[src/rtl/acs_survivor_mem.sv]
// acs_survivor_mem: add-compare-select and survivor memory for a 4-state K=3 (7,5) Viterbi decoder.
// Collects one frame of decisions, picks the best end state, then replays decisions newest-first.
module acs_survivor_mem #(
    parameter int N_STEPS = 8,
    parameter int PM_W    = 6
) (
    input  logic       clk,
    input  logic       rst,
    input  logic       i_valid,
    input  logic [1:0] i_sym,
    output logic       o_ready,
    output logic [1:0] o_slt_node,
    output logic       o_en_trbk,
    output logic [1:0] o_bck_prev_st_00,
    output logic [1:0] o_bck_prev_st_01,
    output logic [1:0] o_bck_prev_st_10,
    output logic [1:0] o_bck_prev_st_11
);
    localparam int PTR_W = (N_STEPS > 1) ? $clog2(N_STEPS) : 1;
    localparam logic [PTR_W-1:0] LAST = PTR_W'(N_STEPS - 1);
    localparam logic [PM_W-1:0] PM_INIT = {1'b1, {(PM_W-1){1'b0}}};

    typedef enum logic [1:0] {ACS, SEL, TRBK, DRAIN} state_t;

    state_t           state_q, state_d;
    logic [PM_W-1:0]  pm_q [4];
    logic [PM_W-1:0]  pm_d [4];
    logic [3:0]       mem_q [N_STEPS];
    logic [3:0]       mem_d [N_STEPS];
    logic [PTR_W-1:0] step_q, step_d;
    logic [PTR_W-1:0] rd_ptr_q, rd_ptr_d;
    logic [1:0]       slt_node_q, slt_node_d;
    logic             en_trbk_q, en_trbk_d;
    logic [PM_W-1:0]  acs_pm [4];
    logic [3:0]       dec;
    logic [1:0]       best;
    logic [3:0]       rd_dec;

    // Candidate metric through predecessor p with input u, clamped at the top of the range.
    function automatic logic [PM_W-1:0] cand(input logic [PM_W-1:0] pm, input logic [1:0] p,
                                             input logic u, input logic [1:0] sym);
        logic [1:0]  e;
        logic [PM_W:0] s;
        e = sym ^ {u ^ p[1] ^ p[0], u ^ p[0]};
        s = {1'b0, pm} + {{PM_W{1'b0}}, e[1]} + {{PM_W{1'b0}}, e[0]};
        return s[PM_W] ? '1 : s[PM_W-1:0];
    endfunction

    for (genvar i = 0; i < 4; i++) begin : g_acs
        localparam logic [1:0] ST = 2'(i);
        localparam logic [1:0] P0 = {ST[0], 1'b0};
        localparam logic [1:0] P1 = {ST[0], 1'b1};
        logic [PM_W-1:0] c0, c1;
        assign c0        = cand(pm_q[P0], P0, ST[1], i_sym);
        assign c1        = cand(pm_q[P1], P1, ST[1], i_sym);
        assign dec[i]    = c1 < c0;
        assign acs_pm[i] = dec[i] ? c1 : c0;
    end

    // Lowest index wins ties because only a strictly smaller metric displaces it.
    always_comb begin
        best = 2'd0;
        for (int n = 1; n < 4; n++)
            if (pm_q[n] < pm_q[best]) best = 2'(n);
    end

    always_comb begin
        state_d    = state_q;
        pm_d       = pm_q;
        mem_d      = mem_q;
        step_d     = step_q;
        rd_ptr_d   = rd_ptr_q;
        slt_node_d = slt_node_q;
        en_trbk_d  = en_trbk_q;
        case (state_q)
            ACS: if (i_valid) begin
                pm_d          = acs_pm;
                mem_d[step_q] = dec;
                step_d        = step_q + 1'b1;
                state_d       = (step_q == LAST) ? SEL : ACS;
            end
            SEL: begin
                slt_node_d = best;
                rd_ptr_d   = LAST;
                en_trbk_d  = 1'b1;
                state_d    = TRBK;
            end
            TRBK: begin
                rd_ptr_d  = rd_ptr_q - 1'b1;
                en_trbk_d = rd_ptr_q != '0;
                state_d   = (rd_ptr_q == '0) ? DRAIN : TRBK;
            end
            default: begin
                for (int n = 0; n < 4; n++) pm_d[n] = (n == 0) ? '0 : PM_INIT;
                step_d  = '0;
                state_d = ACS;
            end
        endcase
    end

    always_ff @(posedge clk or negedge rst) begin
        if (!rst) begin
            state_q    <= ACS;
            for (int n = 0; n < 4; n++) pm_q[n] <= (n == 0) ? '0 : PM_INIT;
            for (int n = 0; n < N_STEPS; n++) mem_q[n] <= '0;
            step_q     <= '0;
            rd_ptr_q   <= '0;
            slt_node_q <= '0;
            en_trbk_q  <= 1'b0;
        end else begin
            state_q    <= state_d;
            pm_q       <= pm_d;
            mem_q      <= mem_d;
            step_q     <= step_d;
            rd_ptr_q   <= rd_ptr_d;
            slt_node_q <= slt_node_d;
            en_trbk_q  <= en_trbk_d;
        end
    end

    assign rd_dec           = mem_q[rd_ptr_q];
    assign o_ready          = state_q == ACS;
    assign o_slt_node       = slt_node_q;
    assign o_en_trbk        = en_trbk_q;
    assign o_bck_prev_st_00 = {1'b0, rd_dec[0]};
    assign o_bck_prev_st_01 = {1'b1, rd_dec[1]};
    assign o_bck_prev_st_10 = {1'b0, rd_dec[2]};
    assign o_bck_prev_st_11 = {1'b1, rd_dec[3]};
endmodule

[config.mk]
export PLATFORM = sky130hd
export DESIGN_NAME = acs_survivor_mem
export DESIGN_NICKNAME = d
export VERILOG_FILES = /design/src/rtl/acs_survivor_mem.sv
export SDC_FILE = /design/constraint.sdc
export NUM_CORES = 1
export LEC_CHECK = 0
export CORE_ASPECT_RATIO = 1.4
export CORE_MARGIN = 3
export CORE_UTILIZATION = 45
export DETAILED_ROUTE_END_ITERATION = 7
export HOLD_SLACK_MARGIN = 0.05
export SLEW_MARGIN = 15
export SYNTH_ARGS = -nofsm -noshare
export SYNTH_HDL_FRONTEND = slang
export SYNTH_SLANG_ARGS = --single-unit
[constraint.sdc]
create_clock -name clk -period 7 [get_ports clk]
set_input_delay 1.4 -clock clk [delete_from_list [all_inputs] [get_ports clk]]
set_output_delay 1.4 -clock clk [all_outputs]
set_load 0.005 [all_outputs]
==> results of run 1 <==
[how the worst max path moves through the flow]
stage | to | slack (ps)
finish | pm_q[19] | 1780
global route | pm_q[18] | 1420
CTS | pm_q[19] | 1770
detailed placement | pm_q[19] | 1450
global placement | pm_q[22] | 1610
floorplan | pm_q[12] | 2780
[state kept, by name (all words and copies together), names as in the netlist]
name,flops
step_q,3
state_q,2
rd_ptr_q,3
pm_q,24
o_slt_node,2
o_en_trbk,1
mem_q,32
[placed cells by master (no fill, tap or decap), types with 18 or more instances in the layout]
cell     netlist  routed
o21ai_0       18      18
nand3_1       30      30
dfrtp_1       64      64
nor2_1        30      30
nand2_1       43      43
ha_1          51      51
inv_1         35      35
mux2_2        40      40
a21oi_1       18      18
[layout make-up]
cell class / instances / area, µm²
timing repair buffer: 15 / 137.6
fill: 1037 / 5684
inverter: 36 / 135.1
clock inverter: 6 / 43.79
sequential: 67 / 1680
tap: 144 / 180.2
clock buffer: 9 / 225.2
multi-input combinational: 411 / 3309
[layer usage]
layer | GRT usage | wire (µm) | vias to the layer above
met5 | 0 | 0 | -
met4 | 0.08853 | 412 | 0
met3 | 0.03538 | 527 | 26
met2 | 0.3860 | 6977 | 105
met1 | 0.2541 | 5518 | 2080
li1 | - | - | 2000
[power groups by stage]
stage               registers (mW)  logic (mW)  clock network, mW
finish                       0.714        1.38              0.420
global placement             0.714        1.33                  0
floorplan                    0.623        1.11                  0
detailed placement           0.719        1.37                  0
CTS                          0.714        1.38              0.430
global route                 0.741        1.55              0.442
[critical path: stages]
cell and delay [ps]:
clkdlybuf4s50_1 620, inv_1 260, fa_1 470, inv_1 110, ha_1 300, nand3_1 110, o21ai_0 140, ha_1 290
a21o_1 190, a211oi_1 280, o211ai_2 150, a21oi_1 680, nand2_1 210, o221ai_1 250
[metrics by stage]
step | instance area, µm² | hold slack [ps] | util
2_1_floorplan | 5288 | 459.5 | -
3_3_place_gp | 5443 | 473.8 | 0.4776
3_5_place_dp | 5443 | 484.3 | 0.4776
4_1_cts | 5712 | 496.3 | 0.5012
5_1_grt | 5712 | 512.8 | 0.5012
6_report | 5712 | 496.0 | 0.5012
[kinds of logic (layout without fill, tap and decap cells)]
family                   after synthesis  count (layout)  share of synthesized area
buffers and inverters                 69              66                    0.05640
adder cells (fa/ha/maj)               60              60                     0.1550
AND/OR/NAND/NOR                      150             150                     0.1379
AO/OA/AOI/OAI                        137             137                     0.1882
other                                  2               4                   0.001422
flip-flops                            67              67                     0.3182
multiplexers                          60              60                     0.1429
==> qor.txt, run 1 <==
fmax = 0.1916 GHz
Seq/Total Area, Yosys = 0.3182
area leader, netlist = dfrtp_1
Worst Tran Pin Value = 895.2 ps
setup TNS = 0 ps
placed insts = 673
Worst Hold Depth = 1
FP Rows = 46
Die ar. = 13090 µm²
die height = 134.2 µm
clk sinks = 67
GP Congestion = 0.8863
vias in the first global route = 4257
Port Buffers = 12
combinational share of power = 0.549
share of cells above drive strength 1 = 0.1452
mean post-synth cell area = 9.688 µm²
CTS Hold Bufs = 0
worst hold endpoint = mem_q[31]
Sequential Power Share = 0.284
worst hold path type = register to register
Max clock buf depth = 2
final worst-path cycle share = 0.7455
final hold vios = 0
Min Clock Period, post-route = 5218 ps
Iteration-0 DRC Markers = 290
WL/cell = 19.53 µm
first-pass detailed-route iteration total = 5
status = complete, no violations
largest net degree at the start of global routing = 68
die width = 97.55 µm
Tot GR Track Use = 0.2150
Resized cells post-CTS = 0
Crit. End Element = register
Worst Path Arrival = 5460 ps
startpoint types = input port
CTS tree = yes
postcts setup bufs = 0
total power = 2.516 mW
VDD IR-drop max = 0.2233 mV
antenna viol nets, final = 0
P_sw = 1.097 mW
Area contributors post-synth = dfrtp_1 (30%), ha_1 (12%), mux2_2 (8.5%)
Ys Warns = 0
Worst Hold Launch = mem_q[31]
Leak Pwr = 2.504 nW
Max Cap Viol = 0
sw frac = 0.4361
drt drc = 0
CP max FO = 12
top cell type's share of synthesized area = 0.3033
Worst Reg-to-Reg Cells = 17
Final WS setup = 1782 ps
routed vias = 4211
I/O pin count = 17
Clk Latency, worst-skew pair = 340 ps
Post-Layout Cell Count = 688
Slew Viols, Final = 0
top-count cell post-synth = dfrtp_1
H-tree depth = 3
Distinct cells, synth = 63
Clk Tree Root Cell = clkbuf_16
Cell Pwr Density = 440.5 nW/µm²
FF+latch count, synth = 67
clock power share = 0.167
worst slack at placement = 1446 ps
critical setup path kind = input port to register
worst setup path start = i_sym[0]
R2R setup slack = 1880 ps
first-pass GRT wire length = 22070 µm
Final setup viols = 0
CTS clk-pin slew, worst paths = 50 ps
Core Box Area = 11400 µm²
worst path required time = 7240 ps
internal power = 1.419 mW
area delta synth->final = 8.175%
worst relative slew slack = 0.4032
antenna violations before repair = 0
Via density = 6.121
Commonest cells post-synth = dfrtp_1 (64), ha_1 (51), nand2_1 (43)
initial core utilization = 0.4633
ys async rst share = 1.000
mapped cell area = 5280 µm²
dpl hpwl = 10210 µm
RSZ-0062 raised after global routing = no
total grt overflow = 0
Crit Reg-Reg Startpoint = pm_q[20]
Clock Skew = 10.08 ps
WL final = 13440 µm
ant diodes = 0
Synth Flop Type = dfrtp_1
CTS Buf Count = 9
EDFF count, synth = 0
post-synthesis instance total = 545
nets = 605
Worst R2R End = o_slt_node[1]
Note: power is estimated with default switching activity, not from simulation.
==> inputs of run 2 (changes only) <==
- clock period: 7 -> 4.5 ns (I/O delays scaled with it)
==> run 2 against run 1 <==
Clock-buffer cell count stayed put. Non-clock buffer count increased by 27. Flip-flop and latch count unchanged. Routed wire length increased by 1.2%. Core utilization up 2.3 points. Via count increased by 2.9%. Clock power grew 75%. Clock skew down 4.7 ps. Combinational power is 76% higher. Sequential power up 48%. Largest power group unchanged. Highest routed layer unchanged.
==> qor.txt, run 2 (synthesized netlist as in run 1, its figures left out) <==
status = complete, no violations
Worst Hold Depth = 1 (unchanged)
RSZ-0062 raised after global routing = no
drt drc = 0 (unchanged)
ant diodes = 0 (unchanged)
Clk Tree Root Cell = clkbuf_16
CP max stage delay = 340 ps (-340 ps)
Worst Reg-to-Reg Cells = 19 (+2)
critical setup path kind = register to register
FF/Latch Area = 1680 µm² (unchanged)
largest register by flop count = mem_q
H-tree depth = 3 (unchanged)
Min Clock Period, post-route = 4252 ps
GP Congestion = 0.8649 (-2.4%)
CP max-delay cell = dfrtp_1
Iteration-0 DRC Markers = 315 (+8.6%)
Cell Pwr Density = 708.1 nW/µm² (+61%)
Leak Pwr = 2.646 nW (+5.7%)
routed vias = 4334 (+2.9%)
clk sinks = 67 (unchanged)
Via density = 6.070 (-0.83%)
CTS clk-pin slew, worst paths = 60 ps (about the same)
global-route met3 utilization = 0.03434 (-0.001041)
first-pass detailed-route iteration total = 5 (unchanged)
CP cell instances = inv_1, ha_1, nand4_1, o21bai_4, mux2i_2, ha_1, a21oi_1, o21ai_1, nor3_1, a21oi_2, buf_4, mux2_2, ha_1, o21a_1, o2111ai_1, nand4b_1, o41ai_1, buf_4, a311o_1
filler instances = 1048 (+1.1%)
largest net degree at the start of global routing = 45 (-34%)
Post-Layout Cell Count = 714 (+3.8%)
GRT busiest layer = met2
initial core utilization = 0.4633 (unchanged)
setup TNS = 0 ps (unchanged)
top flop regs = mem_q: 32 flops, pm_q: 24 flops
CP max FO = 6 (-6)
worst hold path type = register to register
total grt overflow = 0 (unchanged)
met1 usage = 0.2496 (-0.004502)
Worst Tran Pin Value = 1051 ps (+155.7 ps)
startpoint types = register
worst relative slew slack = 0.2994 (-0.1038)
dpl hpwl = 10500 µm (+2.8%)
total power = 4.227 mW (+68%)
Final setup viols = 0 (unchanged)
placed insts = 699 (+3.9%)
die width = 97.55 µm (unchanged)
WL final = 13590 µm (+1.2%)
worst slack at placement = -33.97 ps (-1480 ps)
met2 Track Usage GR = 0.3936 (+0.007628)
CTS tree = yes
most frequent cells in the layout = dfrtp_1 (64), ha_1 (51), nand2_1 (43)
Max Cap Viol = 0 (unchanged)
Crit. End Element = register
CTS Hold Bufs = 0 (unchanged)
I/O pin count = 17 (unchanged)
CP Buf/Inv Count = 3 (unchanged)
final hold vios = 0 (unchanged)
WL/cell = 19.04 µm (-2.5%)
commonest non-fill, non-tap cell in the layout = dfrtp_1
fmax = 0.2352 GHz
VDD IR-drop max = 0.3213 mV (+44%)
Tot GR Track Use = 0.2147 (-0.0002824)
Max clock buf depth = 2 (unchanged)
CTS Buf Count = 9 (unchanged)
Port Buffers = 12 (unchanged)
Clock Skew = 5.394 ps (-4.686 ps)
nets = 632 (+4.5%)
Clk Latency, worst-skew pair = 330 ps (about the same)
Core Box Area = 11400 µm² (unchanged)
FP Rows = 46 (unchanged)
die height = 134.2 µm (unchanged)
Layout Utilization = 0.5238 (+0.02262)
antenna viol nets, final = 0 (unchanged)
multi-input logic area = 3328 µm² (+0.57%)
CP delay by family, top = compound AO/OA/AOI/OAI gates
antenna violations before repair = 0 (unchanged)
max FFs per register = 32 (unchanged)
vias in the first global route = 4281 (+0.56%)
Worst Path Arrival = 4470 ps (-990 ps)
worst path required time = 4710 ps (-2530 ps)
area delta synth->final = 13.06%
Die ar. = 13090 µm² (unchanged)
cell mode on critical path = ha_1
share of cells above drive strength 1 = 0.1895 (+0.04425)
Worst path depth = 19 (+5)
final worst-path cycle share = 0.9449
first-pass GRT wire length = 22130 µm (+0.25%)
Slew Viols, Final = 0 (unchanged)
Final WS setup = 248.1 ps (-1534 ps)
## run 2: cell types whose count changed in the layout (fill, tap and decap cells not counted)
cell        change
clkinv_2        -1
o21ai_1         +1
o21bai_1        -1
mux2i_1         -2
clkinv_4        -3
clkinvlp_4      +1
buf_4          +27
o21ai_0         -1
mux2i_2         +2
o21bai_4        +1
bufinv_16       +2
## run 2: timing repair
| item | CTS | global route |
|---|---|---|
| pin swaps | 0 | 1 |
| cloned | 0 | 0 |
| resized for setup | 1 | 4 |
| setup buffers | 0 | 1 |
| endpoints found under the setup margin | 2 | 2 |
## run 2: per-stage QoR
stage	hold WS [ps]	instance area, µm²
5_1_grt	515.3	5969
3_5_place_dp	479.1	5638
6_report	494.2	5969
2_1_floorplan	459.5	5288
3_3_place_gp	480.3	5638
4_1_cts	499.2	5947
## run 2: final timing paths
kind	slack (ps)	from	to
max in group asynchronous	2830	rst	mem_q[10]
setup reg to reg	250	pm_q[23]	o_slt_node[1]
setup / recovery	250	pm_q[23]	o_slt_node[1]
hold / removal	490	mem_q[15]	mem_q[15]
min in group asynchronous	760	rst	pm_q[4]
hold reg to reg	490	mem_q[15]	mem_q[15]
## run 2: routing by layer
layer | part of all wire | up-vias
li1 | - | 2046
met1 | 0.38 | 2116
met2 | 0.54 | 143
met3 | 0.048 | 29
met4 | 0.027 | 0
met5 | 0 | -
## run 2: report_power, final
part	total (mW)	internal, mW	switching, mW	leakage [nW]
Clock	0.735	0.477	0.258	0.143
Sequential	1.06	0.832	0.232	0.848
Combinational	2.43	1.17	1.26	1.65
Total	4.23	2.48	1.75	2.65
## run 2: final cells by class
class | count | area share
timing repair buffer | 42 | 0.05701
inverter | 36 | 0.02264
multi-input combinational | 411 | 0.5575
clock inverter | 5 | 0.01341
tap | 144 | 0.03018
sequential | 67 | 0.2815
clock buffer | 9 | 0.03773
